===== src/rtl/square_root_floor.sv =====
// Sequential floor square root of a 10-bit operand, one result every 7 cycles.
// Define SQRT_REMAINDER_EN to add the 6-bit remainder output rem.
module square_root_floor (
   input  logic       clk,
   input  logic       rst,
   input  logic [9:0] num,
   output logic [4:0] sqrt,
`ifdef SQRT_REMAINDER_EN
   output logic [5:0] rem,
`endif
   output logic       done
);

   typedef enum logic [1:0] {
      IDLE = 2'd0,
      CALC = 2'd1,
      DONE = 2'd2
   } state_t;

   state_t      state_q, state_d;
   logic [9:0]  op_q, op_d;
   logic [4:0]  root_q, root_d;
   logic [8:0]  part_q, part_d;
   logic [2:0]  cnt_q, cnt_d;
   logic [4:0]  sqrt_q, sqrt_d;
   logic        done_q, done_d;

   logic [8:0]  shifted;
   logic [8:0]  trial;
   logic [8:0]  diff;
   logic        neg;

   // One restoring step: bring down the top operand pair, try subtracting 4*root+1.
   always_comb begin
      shifted = (part_q << 2) | {7'b0, op_q[9:8]};
      trial   = {2'b00, root_q, 2'b01};
      diff    = shifted - trial;
      neg     = (shifted < trial);
   end

`ifdef SQRT_REMAINDER_EN
   logic [5:0] rem_q, rem_d;
`endif

   always_comb begin
      state_d = state_q;
      op_d    = op_q;
      root_d  = root_q;
      part_d  = part_q;
      cnt_d   = cnt_q;
      sqrt_d  = sqrt_q;
      done_d  = 1'b0;
`ifdef SQRT_REMAINDER_EN
      rem_d   = rem_q;
`endif
      unique case (state_q)
         IDLE: begin
            op_d    = num;
            root_d  = '0;
            part_d  = '0;
            cnt_d   = 3'd4;
            state_d = CALC;
         end
         CALC: begin
            op_d = {op_q[7:0], 2'b00};
            if (neg) begin
               part_d = shifted;
               root_d = {root_q[3:0], 1'b0};
            end else begin
               part_d = diff;
               root_d = {root_q[3:0], 1'b1};
            end
            if (cnt_q == '0) begin
               state_d = DONE;
            end else begin
               cnt_d = cnt_q - 3'd1;
            end
         end
         DONE: begin
            sqrt_d  = root_q;
            done_d  = 1'b1;
`ifdef SQRT_REMAINDER_EN
            rem_d   = part_q[5:0];
`endif
            state_d = IDLE;
         end
         default: begin
            state_d = IDLE;
         end
      endcase
   end

   always_ff @(posedge clk or posedge rst) begin
      if (rst) begin
         state_q <= IDLE;
         op_q    <= '0;
         root_q  <= '0;
         part_q  <= '0;
         cnt_q   <= '0;
         sqrt_q  <= '0;
         done_q  <= 1'b0;
      end else begin
         state_q <= state_d;
         op_q    <= op_d;
         root_q  <= root_d;
         part_q  <= part_d;
         cnt_q   <= cnt_d;
         sqrt_q  <= sqrt_d;
         done_q  <= done_d;
      end
   end

`ifdef SQRT_REMAINDER_EN
   always_ff @(posedge clk or posedge rst) begin
      if (rst) begin
         rem_q <= '0;
      end else begin
         rem_q <= rem_d;
      end
   end

   assign rem = rem_q;
`endif

   assign sqrt = sqrt_q;
   assign done = done_q;

endmodule


===== config.mk =====
export PLATFORM = sky130hd
export DESIGN_NAME = square_root_floor
export DESIGN_NICKNAME = d
export VERILOG_FILES = /design/src/rtl/square_root_floor.sv
export SDC_FILE = /design/constraint.sdc
export NUM_CORES = 1
export LEC_CHECK = 0
export ABC_CLOCK_PERIOD_IN_PS = 5300
export CAP_MARGIN = 40
export CELL_PAD_IN_SITES_DETAIL_PLACEMENT = 0
export CELL_PAD_IN_SITES_GLOBAL_PLACEMENT = 2
export CORE_ASPECT_RATIO = 1.5
export CORE_UTILIZATION = 38
export DETAILED_ROUTE_END_ITERATION = 10
export PLACE_DENSITY_LB_ADDON = 0.05
export RECOVER_POWER = 25
export SETUP_SLACK_MARGIN = 0.3
export SLEW_MARGIN = 20
export SYNTH_ARGS = -nofsm -noshare
export SYNTH_HDL_FRONTEND = slang
export SYNTH_SLANG_ARGS = --single-unit

===== constraint.sdc =====
create_clock -name clk -period 5.3 [get_ports clk]
set_clock_uncertainty 0.2 [all_clocks]
set_input_delay 1.06 -clock clk [delete_from_list [all_inputs] [get_ports clk]]
set_output_delay 1.06 -clock clk [all_outputs]
set_load 0.05 [all_outputs]

==> results of run 1 <==
[flip-flops by register name (all words and copies together) (netlist names)]
signal / count
op_q: 10
part_q: 7
root_q: 5
sqrt: 5
cnt_q: 3
state_q: 2
done: 1
[worst reg2reg max path: cells and delay by family, from the launching register on]
| family | cells | cell delay [ns] |
|---|---|---|
| AOI/OAI and AO/OA | 3 | 0.44 |
| and+or+nand+nor | 1 | 0.36 |
| DFF | 1 | 0.35 |
| buffers and inverters | 2 | 0.34 |
| adders and majority gates | 1 | 0.33 |
| muxes | 1 | 0.21 |
[cell type report]
class,instances,share of cell area (%)
Inverter,14,2.622
Sequential cell,33,41.26
Multi-Input combinational cell,125,39.26
Clock buffer,7,4.806
Timing Repair Buffer,19,8.926
Clock inverter,1,0.2497
Tap cell,46,2.871
[how the worst max path moves through the flow]
| stage | from | to | slack (ns) |
|---|---|---|---|
| floorplan | part_q[0] | part_q[4] | 3.25 |
| global placement | part_q[2] | part_q[3] | 2.75 |
| detailed placement | sqrt[4] | sqrt[4] | 2.89 |
| CTS | sqrt[4] | sqrt[4] | 2.57 |
| global route | rst | state_q[1] | 1.61 |
| finish | rst | state_q[1] | 2.13 |
[placed cells by master (no fill, tap or decap)]
cell type,Yosys,layout
dfrtp_2,0,1
nand2b_1,3,3
clkbuf_8,0,7
nor2_1,7,7
clkbuf_1,4,1
a21oi_1,5,5
nor3_1,4,4
a31oi_1,1,1
mux2i_1,11,11
or2_2,2,2
inv_1,14,14
nor4b_1,1,1
or3_1,3,3
clkinv_2,0,1
nor2b_1,3,3
o31ai_1,1,1
nand2_1,29,29
a211oi_1,1,1
o21ai_0,26,26
o311ai_1,1,1
buf_2,1,1
o211ai_1,1,1
dlygate4sd3_1,0,5
clkdlybuf4s50_1,0,12
o221ai_1,1,1
nand3_1,3,3
xor2_1,2,2
and2_1,1,1
ha_1,8,8
a22o_1,2,2
a32oi_1,2,2
nor3_2,1,1
a21o_1,1,1
o21ai_1,3,3
dfrtp_1,33,32
a2111oi_4,1,1
xnor2_1,1,1
[cell families after synthesis]
| family | share of synthesized area (%) |
|---|---|
| AO/OA/AOI/OAI | 16.81 |
| XOR/XNOR | 1.542 |
| adder cells (fa/ha/maj) | 5.874 |
| buffers and inverters | 5.359 |
| flip-flops | 48.46 |
| multiplexers | 6.461 |
| AND/OR/NAND/NOR | 15.49 |
[per-layer routing]
metal	up-vias	track usage, %
li1	650	-
met1	613	20.94
met2	23	28.57
met3	7	4.341
met4	0	8.182
met5	-	0
[through the flow]
step                area (um^2)  util [%]
floorplan                  1704         -
global placement           1901     44.39
detailed placement         1907     44.54
CTS                        2008     46.90
global route               2004     46.81
finish                     2004     46.81
[power by group through the flow]
stage	combinational (W)	clock (W)	sequential, W
6_report	0.000282	0.000212	0.000327
5_1_grt	0.000316	0.000229	0.000331
4_1_cts	0.000284	0.000217	0.000327
3_5_place_dp	0.000282	0	0.000332
3_3_place_gp	0.000278	0	0.000331
2_1_floorplan	0.000186	0	0.000353
==> flow_metrics.py, run 1 <==
metrics = {
    "floorplanning": {
        "ios": 18,
        "dieArea_mm2": 0.004762,
        "fp.dieW_um": 56.68,
        "rows": 29,
        "core-area_mm2": 0.004282,
        "fp.dieH_um": 84.02,
        "start_util_pct": 39.80,
    },
    "place": {
        "dp_slack_ns": 2.892,
        "dp.cells": 237,
        "gp_congestion": 0.9301,
        "io_buffers": 17,
        "dpl.hpwl_um": 2452,
    },
    "critical_path": {
        "worstPathCellList": "dlygate4sd3_1, inv_1, clkbuf_1",
        "max_stage_delay_ns": 1.26,
        "crit_buf_inv": 3,
        "rrSetupSlack_ns": 2.93,
        "arrival_ns": 2.91,
        "crit_type": "in -> async",
        "critical-path-top-delay-family": "buffers and inverters",
        "critical_path.endpoint_type": "async pin",
        "worst_path_max_delay_cell": "clkbuf_1",
        "ff2ff_path_depth": 8,
        "r2r-end": "part_q[2]",
        "rr_startpoint": "root_q[1]",
        "worstSetupPathDepth": 3,
        "cp_max_fo": 33,
        "critPathRequiredTime_ns": 5.04,
        "worst_setup_path_start_kind": "primary input",
    },
    "sta": {
        "hold-worst-slack_ns": 0.2820,
        "drv_slew": 34,
        "slew_headroom_pct": -16.67,
        "fmax_ghz": 0.3152,
        "hold_violations": 0,
        "rsz0062_at_grt": "false",
        "tns_ns": 0,
        "min_period_over_period_pct": 59.86,
        "period_minus_slack_ns": 3.172,
        "worst_slack_ns": 2.128,
        "tightest_slew_ns": 1.750,
        "setup_viol": 0,
    },
    "synthesis": {
        "synthTopCellsByArea": "dfrtp_1 (48%), o21ai_0 (7.6%), mux2i_1 (6.5%), nand2_1 (6.4%), ha_1 (5.9%)",
        "syn_nets": 200,
        "synth_seq_area_share_pct": 48.46,
        "ys_ff_latch": 33,
        "yosysWarnings": 0,
        "ys.flop_type": "dfrtp_1",
        "synth_top_cell_area_share_pct": 48.46,
        "synthTopCellsByCount": "dfrtp_1 (33), nand2_1 (29), o21ai_0 (26), inv_1 (14), mux2i_1 (11)",
        "syn_area_mm2": 0.001704,
        "synth_edf_count": 0,
        "syn_inst": 180,
        "yosysTopAreaCell": "dfrtp_1",
        "synth_async_sr_flop_share_pct": 100.0,
        "ys_types": 34,
        "synth.most_common_cell": "dfrtp_1",
        "syn_area_per_cell_um2": 9.467,
    },
    "hold_path": {
        "hold_end": "sqrt[2]",
        "min_path_type": "reg -> reg",
        "hold_depth": 2,
        "hp-start": "sqrt[2]",
    },
    "final_layout": {
        "drive_gt1_share_pct": 7.035,
        "regArea_um2": 827.0,
        "diodes": 0,
        "multi_input_area_um2": 787.0,
        "final_nets": 218,
        "stdcell_count": 245,
        "syn_to_final_growth_pct": 17.62,
        "fill_cells": 428,
    },
    "routing": {
        "routed_wirelength_um": 3413,
        "routed-wl-met3_um": 87,
        "route.antenna.remaining_nets": 0,
        "avgRoutedWirePerCell_um": 13.93,
        "routed_via_density": 5.278,
        "drcViolationCount": 3,
        "drt_first_pass_iters": 7,
        "highest_layer": "met4",
        "initialDrtViolationCount": 54,
        "wl_met2_um": 1713,
        "m1WireLength_um": 1525,
        "vias": 1293,
    },
    "clock_network": {
        "insertion_delay_ns": 0.29,
        "root_buffer": "clkbuf_8",
        "clk_pin_slew_ns": 0.07,
        "numCtsBuffers": 5,
        "clock-sinks": 33,
        "cts_max_level": 2,
        "cts_resized": 0,
        "cts_buffer_depth": 2,
        "postCtsSetupRepairBufs": 0,
        "cts_tree": "done",
        "hold_buffers": 0,
    },
    "global_routing": {
        "track_usage_pct": 17.38,
        "grt_pass1_vias": 1390,
        "grt_max_degree": 42,
        "grt_pass1_wl_um": 6313,
        "overflow": 0,
        "antenna_found_initial": 0,
    },
    "pwr": {
        "sw_frac_of_total_pct": 36.65,
        "finalPower_w": 0.0008202,
        "p_int_w": 0.0005196,
        "ir_worst_vdd_mv": 0.1855,
        "netSwitchingPower_w": 0.0003006,
        "p_clk_share_pct": 25.8,
        "seq_power_share_pct": 39.8,
        "power.share.combinational_pct": 34.4,
        "leakage_nw": 0.8972,
        "p_per_area_mw_per_mm2": 409.2,
    },
    "flow_run": {
        "maxCapViolCount": 1,
    },
    "run_status": {
        "violations": "design-rule violations, max-capacitance violations, max-slew violations",
        "status": "finished with violations",
    },
}
No activity file was read; power rests on OpenSTA's default activity.
==> inputs of run 2 (changes only) <==
- ABC_CLOCK_PERIOD_IN_PS: 5300 -> 2900
- CORE_UTILIZATION: 38 -> 31
- clock period: 5.3 -> 2.9 ns (I/O delays scaled with it)
==> run 2 against run 1 <==
Net effect:
- the flow now finishes without violations
- routed wire length grew 4.4%
- first-iteration DRC count grew 3.7%
- sequential share of layout area is 0.87 points lower
- clock power increased by 74%
- die area grew 22%
- flip-flop and latch count stayed put
- hold slack better by 0.0014 ns
- count of clock-buffer cells in the layout shrank 1
- sequential power increased by 81%
- critical path depth rose by 5
- combinational power increased by 85%
- critical path type is now reg -> reg
- critical endpoint is now part_q[4]
- largest cell class unchanged
- highest routed layer unchanged
==> flow_metrics.py, run 2 (synthesis gave the netlist of run 1 again) <==
metrics = {
    "run_status": {
        "status": "complete, no violations",
    },
    "routing": {
        "vias": 1301,
        "drcViolationCount": 0,
        "drt_first_pass_iters": 3,
        "avgRoutedWirePerCell_um": 13.25,
        "initialDrtViolationCount": 56,
        "routed_wirelength_um": 3564,
        "routed_via_density": 4.836,
        "route.antenna.remaining_nets": 0,
    },
    "place": {
        "place_area_mm2": 0.001951,
        "gp_congestion": 0.7637,
        "io_buffers": 17,
        "dp_slack_ns": 0.6641,
        "dpl.hpwl_um": 2608,
    },
    "sta": {
        "slew_headroom_pct": 44.00,
        "tns_ns": 0,
        "setup_viol": 0,
        "tightest_slew_ns": 0.8400,
        "drv_slew": 0,
        "period_minus_slack_ns": 2.261,
        "worst_slack_ns": 0.6394,
        "rsz0062_at_grt": "false",
        "hold_violations": 0,
        "min_period_over_period_pct": 77.95,
        "fmax_ghz": 0.4424,
    },
    "floorplanning": {
        "fp.dieW_um": 62.54,
        "rows": 32,
        "fp.dieH_um": 92.81,
        "start_util_pct": 32.74,
        "core-area_mm2": 0.005205,
        "ios": 18,
        "dieArea_mm2": 0.005804,
    },
    "critical_path": {
        "cp_max_fo": 11,
        "ff2ff_path_depth": 8,
        "critPathRequiredTime_ns": 2.92,
        "crit_buf_inv": 2,
        "worst_setup_path_start_kind": "flop",
        "arrival_ns": 2.28,
        "worst_path_max_delay_cell": "dfrtp_1",
        "worstPathCellList": "inv_1, ha_1, o21ai_1, a2111oi_4, a31oi_1, buf_4, or3_1, nand2_1",
        "critical-path-top-delay-family": "compound AO/OA/AOI/OAI gates",
        "critical_path.endpoint_type": "flop",
        "crit_type": "reg -> reg",
        "max_stage_delay_ns": 0.35,
        "worstSetupPathDepth": 8,
    },
    "flow_run": {
        "maxCapViolCount": 0,
    },
    "final_layout": {
        "syn_to_final_growth_pct": 19.97,
        "layout_commonest_cell": "dfrtp_1",
        "final_cell_mix": "dfrtp_1 (33), nand2_1 (29), o21ai_0 (26)",
        "diodes": 0,
        "fill_cells": 546,
        "drive_gt1_share_pct": 7.960,
        "final_nets": 220,
        "stdcell_area_mm2": 0.002044,
        "reg_top3": "op_q (10), part_q (7)",
        "top_register": "op_q",
        "largest_register_ffs": 10,
    },
    "global_routing": {
        "overflow": 0,
        "grt_pass1_wl_um": 6389,
        "antenna_found_initial": 0,
        "grt_max_degree": 34,
        "grt_pass1_vias": 1373,
        "track_usage_pct": 14.33,
    },
    "clock_network": {
        "cts_max_level": 2,
        "clk_pin_slew_ns": 0.07,
        "numCtsBuffers": 5,
        "cts_buffer_depth": 2,
        "insertion_delay_ns": 0.29,
        "clock-sinks": 33,
        "root_buffer": "clkbuf_8",
        "cts_tree": "done",
        "postCtsSetupRepairBufs": 0,
        "cts_resized": 0,
        "hold_buffers": 0,
    },
    "pwr": {
        "seq_power_share_pct": 39.9,
        "power.share.combinational_pct": 35.3,
        "netSwitchingPower_w": 0.0005493,
        "sw_frac_of_total_pct": 37.07,
        "p_per_area_mw_per_mm2": 724.8,
        "ir_worst_vdd_mv": 0.3018,
        "leakage_nw": 0.9089,
        "p_clk_share_pct": 24.8,
        "p_int_w": 0.0009326,
    },
    "hold_path": {
        "min_path_type": "reg -> reg",
        "hold_depth": 2,
    },
}
-- run 2: cell types whose count changed in the layout (fill, tap and decap cells not counted), sizes merged --
cell           previous run  this run
clkdlybuf4s50            12        16
dlygate4sd3               5         1
buf                       1         3
clkinv                    1         2
clkbuf                    8         7
-- run 2: per-stage QoR --
stage	utilization, %	hold slack, ns	total power (W)	instances
2_1_floorplan	-	0.2498	0.0009856	180
3_3_place_gp	37.48	0.2645	0.001126	261
3_5_place_dp	37.48	0.2715	0.001128	261
4_1_cts	39.33	0.2890	0.001505	269
5_1_grt	39.28	0.3049	0.001579	269
6_report	39.28	0.2834	0.001482	269
-- run 2: path summary, 6_finish.rpt --
check | slack [ns] | to | startpoint
min in group asynchronous | 0.77 | sqrt[3] | rst
hold / removal | 0.28 | root_q[4] | root_q[4]
hold reg to reg | 0.28 | root_q[4] | root_q[4]
max in group asynchronous | 1.19 | op_q[8] | rst
setup / recovery | 0.64 | part_q[4] | root_q[0]
setup reg to reg | 0.64 | part_q[4] | root_q[0]
-- run 2: power by group through the flow --
stage | Sequential [W] | Combinational (W) | Clock (W)
5_1_grt | 0.000604 | 0.000581 | 0.000394
3_3_place_gp | 0.000600 | 0.000526 | 0
2_1_floorplan | 0.000646 | 0.000340 | 0
3_5_place_dp | 0.000601 | 0.000527 | 0
4_1_cts | 0.000592 | 0.000530 | 0.000384
6_report | 0.000591 | 0.000523 | 0.000368
-- run 2: layer usage --
layer	global-route usage, %	vias up	share of wire (%)
met5	0	-	0
met4	6.395	0	2.0
met3	2.709	7	2.4
met2	27.63	14	52
met1	14.58	621	43
li1	-	659	-
-- run 2: cell type report --
class | instances | area (um^2) | share of cell area, %
Sequential cell | 33 | 825.8 | 40.39
Clock inverter | 2 | 13.76 | 0.6732
Clock buffer | 6 | 82.58 | 4.039
Timing Repair Buffer | 21 | 197.7 | 9.670
Tap cell | 68 | 85.08 | 4.162
Multi-Input combinational cell | 125 | 787.0 | 38.49
Inverter | 14 | 52.55 | 2.570
-- run 2: worst reg2reg max path, stage by stage, from the launching register on --
cell	delay, ns
dfrtp_1	0.35
inv_1	0.08
ha_1	0.33
o21ai_1	0.16
a2111oi_4	0.34
a31oi_1	0.13
buf_4	0.19
or3_1	0.36
nand2_1	0.07
==> inputs of run 3 (changes only) <==
- ABC_CLOCK_PERIOD_IN_PS: 2900 -> 1900
- clock period: 2.9 -> 1.9 ns (I/O delays scaled with it)
==> run 3 against run 2 <==
Net effect:
- the run now ends with negative setup slack left
- via count increased by 9.9%
- routed wire length increased by 13%
- final cell count increased by 12%
- die area unchanged
- hold slack got worse by 0.0032 ns
- register-to-register slack got worse by 0.81 ns
- sequential share of layout area decreased by 6.5 points
- fmax increased by 9.0%
- clock power increased by 86%
- flip-flop and latch count unchanged
- critical path depth decreased by 1
- first-iteration DRC count decreased by 50%
- critical path type unchanged
- largest cell class is now multi-input gates
==> flow_metrics.py, run 3 (synthesis gave the netlist of run 1 again) <==
metrics = {
    "run_status": {
        "status": "finished with violations",
        "violations": "negative setup slack",
    },
    "critical_path": {
        "worst_path_max_delay_cell": "dfrtp_1",
        "crit_type": "reg -> reg",
        "critPathRequiredTime_ns": 1.92,
        "worst_setup_path_start_kind": "flop",
        "critical_path.endpoint_type": "flop",
        "cp_max_fo": 8,
        "arrival_ns": 2.09,
        "worstPathCellList": "ha_4, o21ai_4, a2111oi_4, a31oi_2, buf_6, or3_1, nand3_1",
        "max_stage_delay_ns": 0.42,
    },
    "routing": {
        "avgRoutedWirePerCell_um": 13.37,
        "drcViolationCount": 0,
        "vias": 1430,
        "initialDrtViolationCount": 28,
        "route.antenna.remaining_nets": 0,
        "drt_first_pass_iters": 4,
        "routed_wirelength_um": 4038,
        "routed_via_density": 4.735,
    },
    "clock_network": {
        "cts_buffer_depth": 2,
        "root_buffer": "clkbuf_8",
        "clock-sinks": 33,
        "clk_pin_slew_ns": 0.07,
        "cts_tree": "done",
        "insertion_delay_ns": 0.28,
        "cts_max_level": 2,
        "numCtsBuffers": 5,
    },
    "place": {
        "place_area_mm2": 0.002205,
        "dpl.hpwl_um": 2893,
        "gp_congestion": 0.8534,
        "dp.cells": 287,
        "io_buffers": 17,
    },
    "floorplanning": {
        "ios": 18,
        "fp.dieH_um": 92.81,
        "start_util_pct": 32.74,
        "fp.dieW_um": 62.54,
        "rows": 32,
        "core-area_mm2": 0.005205,
        "dieArea_mm2": 0.005804,
    },
    "global_routing": {
        "antenna_found_initial": 0,
        "track_usage_pct": 14.90,
        "grt_max_degree": 34,
        "grt_pass1_vias": 1419,
        "overflow": 0,
        "grt_pass1_wl_um": 6686,
    },
    "pwr": {
        "p_per_area_mw_per_mm2": 1200,
        "p_int_w": 0.001941,
        "power.share.combinational_pct": 45.4,
        "sw_frac_of_total_pct": 33.67,
        "p_clk_share_pct": 23.4,
        "seq_power_share_pct": 31.2,
        "netSwitchingPower_w": 0.0009850,
        "leakage_nw": 1.096,
        "ir_worst_vdd_mv": 0.5121,
    },
    "sta": {
        "drv_slew": 0,
        "tightest_slew_ns": 0.8772,
        "hold-worst-slack_ns": 0.2802,
        "tns_ns": -0.9398,
        "worst_slack_ns": -0.1741,
        "period_minus_slack_ns": 2.074,
        "fmax_ghz": 0.4821,
        "slew_headroom_pct": 41.52,
        "hold_violations": 0,
        "setup_viol": 7,
        "min_period_over_period_pct": 109.2,
        "rsz0062_at_grt": "true",
    },
    "final_layout": {
        "syn_to_final_growth_pct": 43.03,
        "largest_register_ffs": 10,
        "post-route-util_pct": 46.83,
        "final_cell_mix": "buf_4 (40), dfrtp_1 (33), nand2_1 (29)",
        "final_nets": 253,
        "top_register": "op_q",
        "drive_gt1_share_pct": 31.62,
        "reg_top3": "op_q (10), part_q (7)",
        "stdcell_area_mm2": 0.002437,
        "stdcell_count": 302,
        "layout_commonest_cell": "buf_4",
        "diodes": 0,
    },
    "flow_run": {
        "maxCapViolCount": 0,
    },
    "hold_path": {
        "min_path_type": "reg -> reg",
    },
}
-- run 3: changes by cell type in the layout (fill, tap and decap cells not counted), sizes merged --
cell           previous run  this run
buf                       3        42
bufinv                    0         1
clkbuf                    7         8
clkdlybuf4s50            16        10
clkinv                    2         0
-- run 3: cell type report --
class / count / area (um^2)
flip-flops and latches: 33 / 825.8
repair buffers: 54 / 437.9
multi-input cells: 125 / 919.6
inverters: 14 / 52.55
clock buffers: 7 / 86.33
clock inverters: 1 / 30.03
fillers: 538 / 2768
well taps: 68 / 85.08
-- run 3: path summary, 6_finish.rpt --
check                                from   endpoint  slack (ns)  depth (start not counted)
worst max-delay path            part_q[0]  part_q[0]       -0.17                          7
max in group asynchronous             rst  part_q[5]        0.36                          3
worst min register to register    sqrt[1]    sqrt[1]        0.28                          2
worst min-delay path              sqrt[1]    sqrt[1]        0.28                          2
worst max register to register  part_q[0]  part_q[0]       -0.17                          7
min in group asynchronous             rst    sqrt[3]        0.59                          3
-- run 3: routing by layer --
layer	GRT usage (%)	vias up	share of wire, %
met2	27.26	17	54
met5	0	-	0
met3	3.079	5	2.2
met4	5.233	0	1.4
met1	16.82	690	42
li1	-	718	-
-- run 3: critical path, delay by kind of cell, from the launching register on --
kind / cells / cell delay, ns
flops: 1 / 0.42
buf+inv: 1 / 0.16
simple gates: 2 / 0.37
compound gates: 3 / 0.55
fa+ha+maj: 1 / 0.30
-- run 3: power by group through the flow --
stage / Clock [W] / Combinational [W] / Sequential [W]
2_1_floorplan: 0 / 0.000610 / 0.00100
3_3_place_gp: 0 / 0.00117 / 0.000907
5_1_grt: 0.000733 / 0.00146 / 0.000928
6_report: 0.000684 / 0.00133 / 0.000914
4_1_cts: 0.000704 / 0.00123 / 0.000913
3_5_place_dp: 0 / 0.00117 / 0.000913
-- run 3: repair_timing --
action / CTS / global route
hold buffers: 0 / 0
endpoints found under the hold margin: 0 / 0
endpoints found under the setup margin: 10 / 10
gates resized for setup: 7 / 11
setup buffers: 3 / 4
pin swaps: 9 / 4
cloned: 0 / 0
-- run 3: metrics by stage --
stage | worst slack [ns] | power [W]
detailed placement | -0.2021 | 0.002088
finish | -0.1741 | 0.002926
floorplan | -0.08800 | 0.001610
global route | -0.2624 | 0.003122
CTS | -0.1737 | 0.002846
global placement | -0.1463 | 0.002080
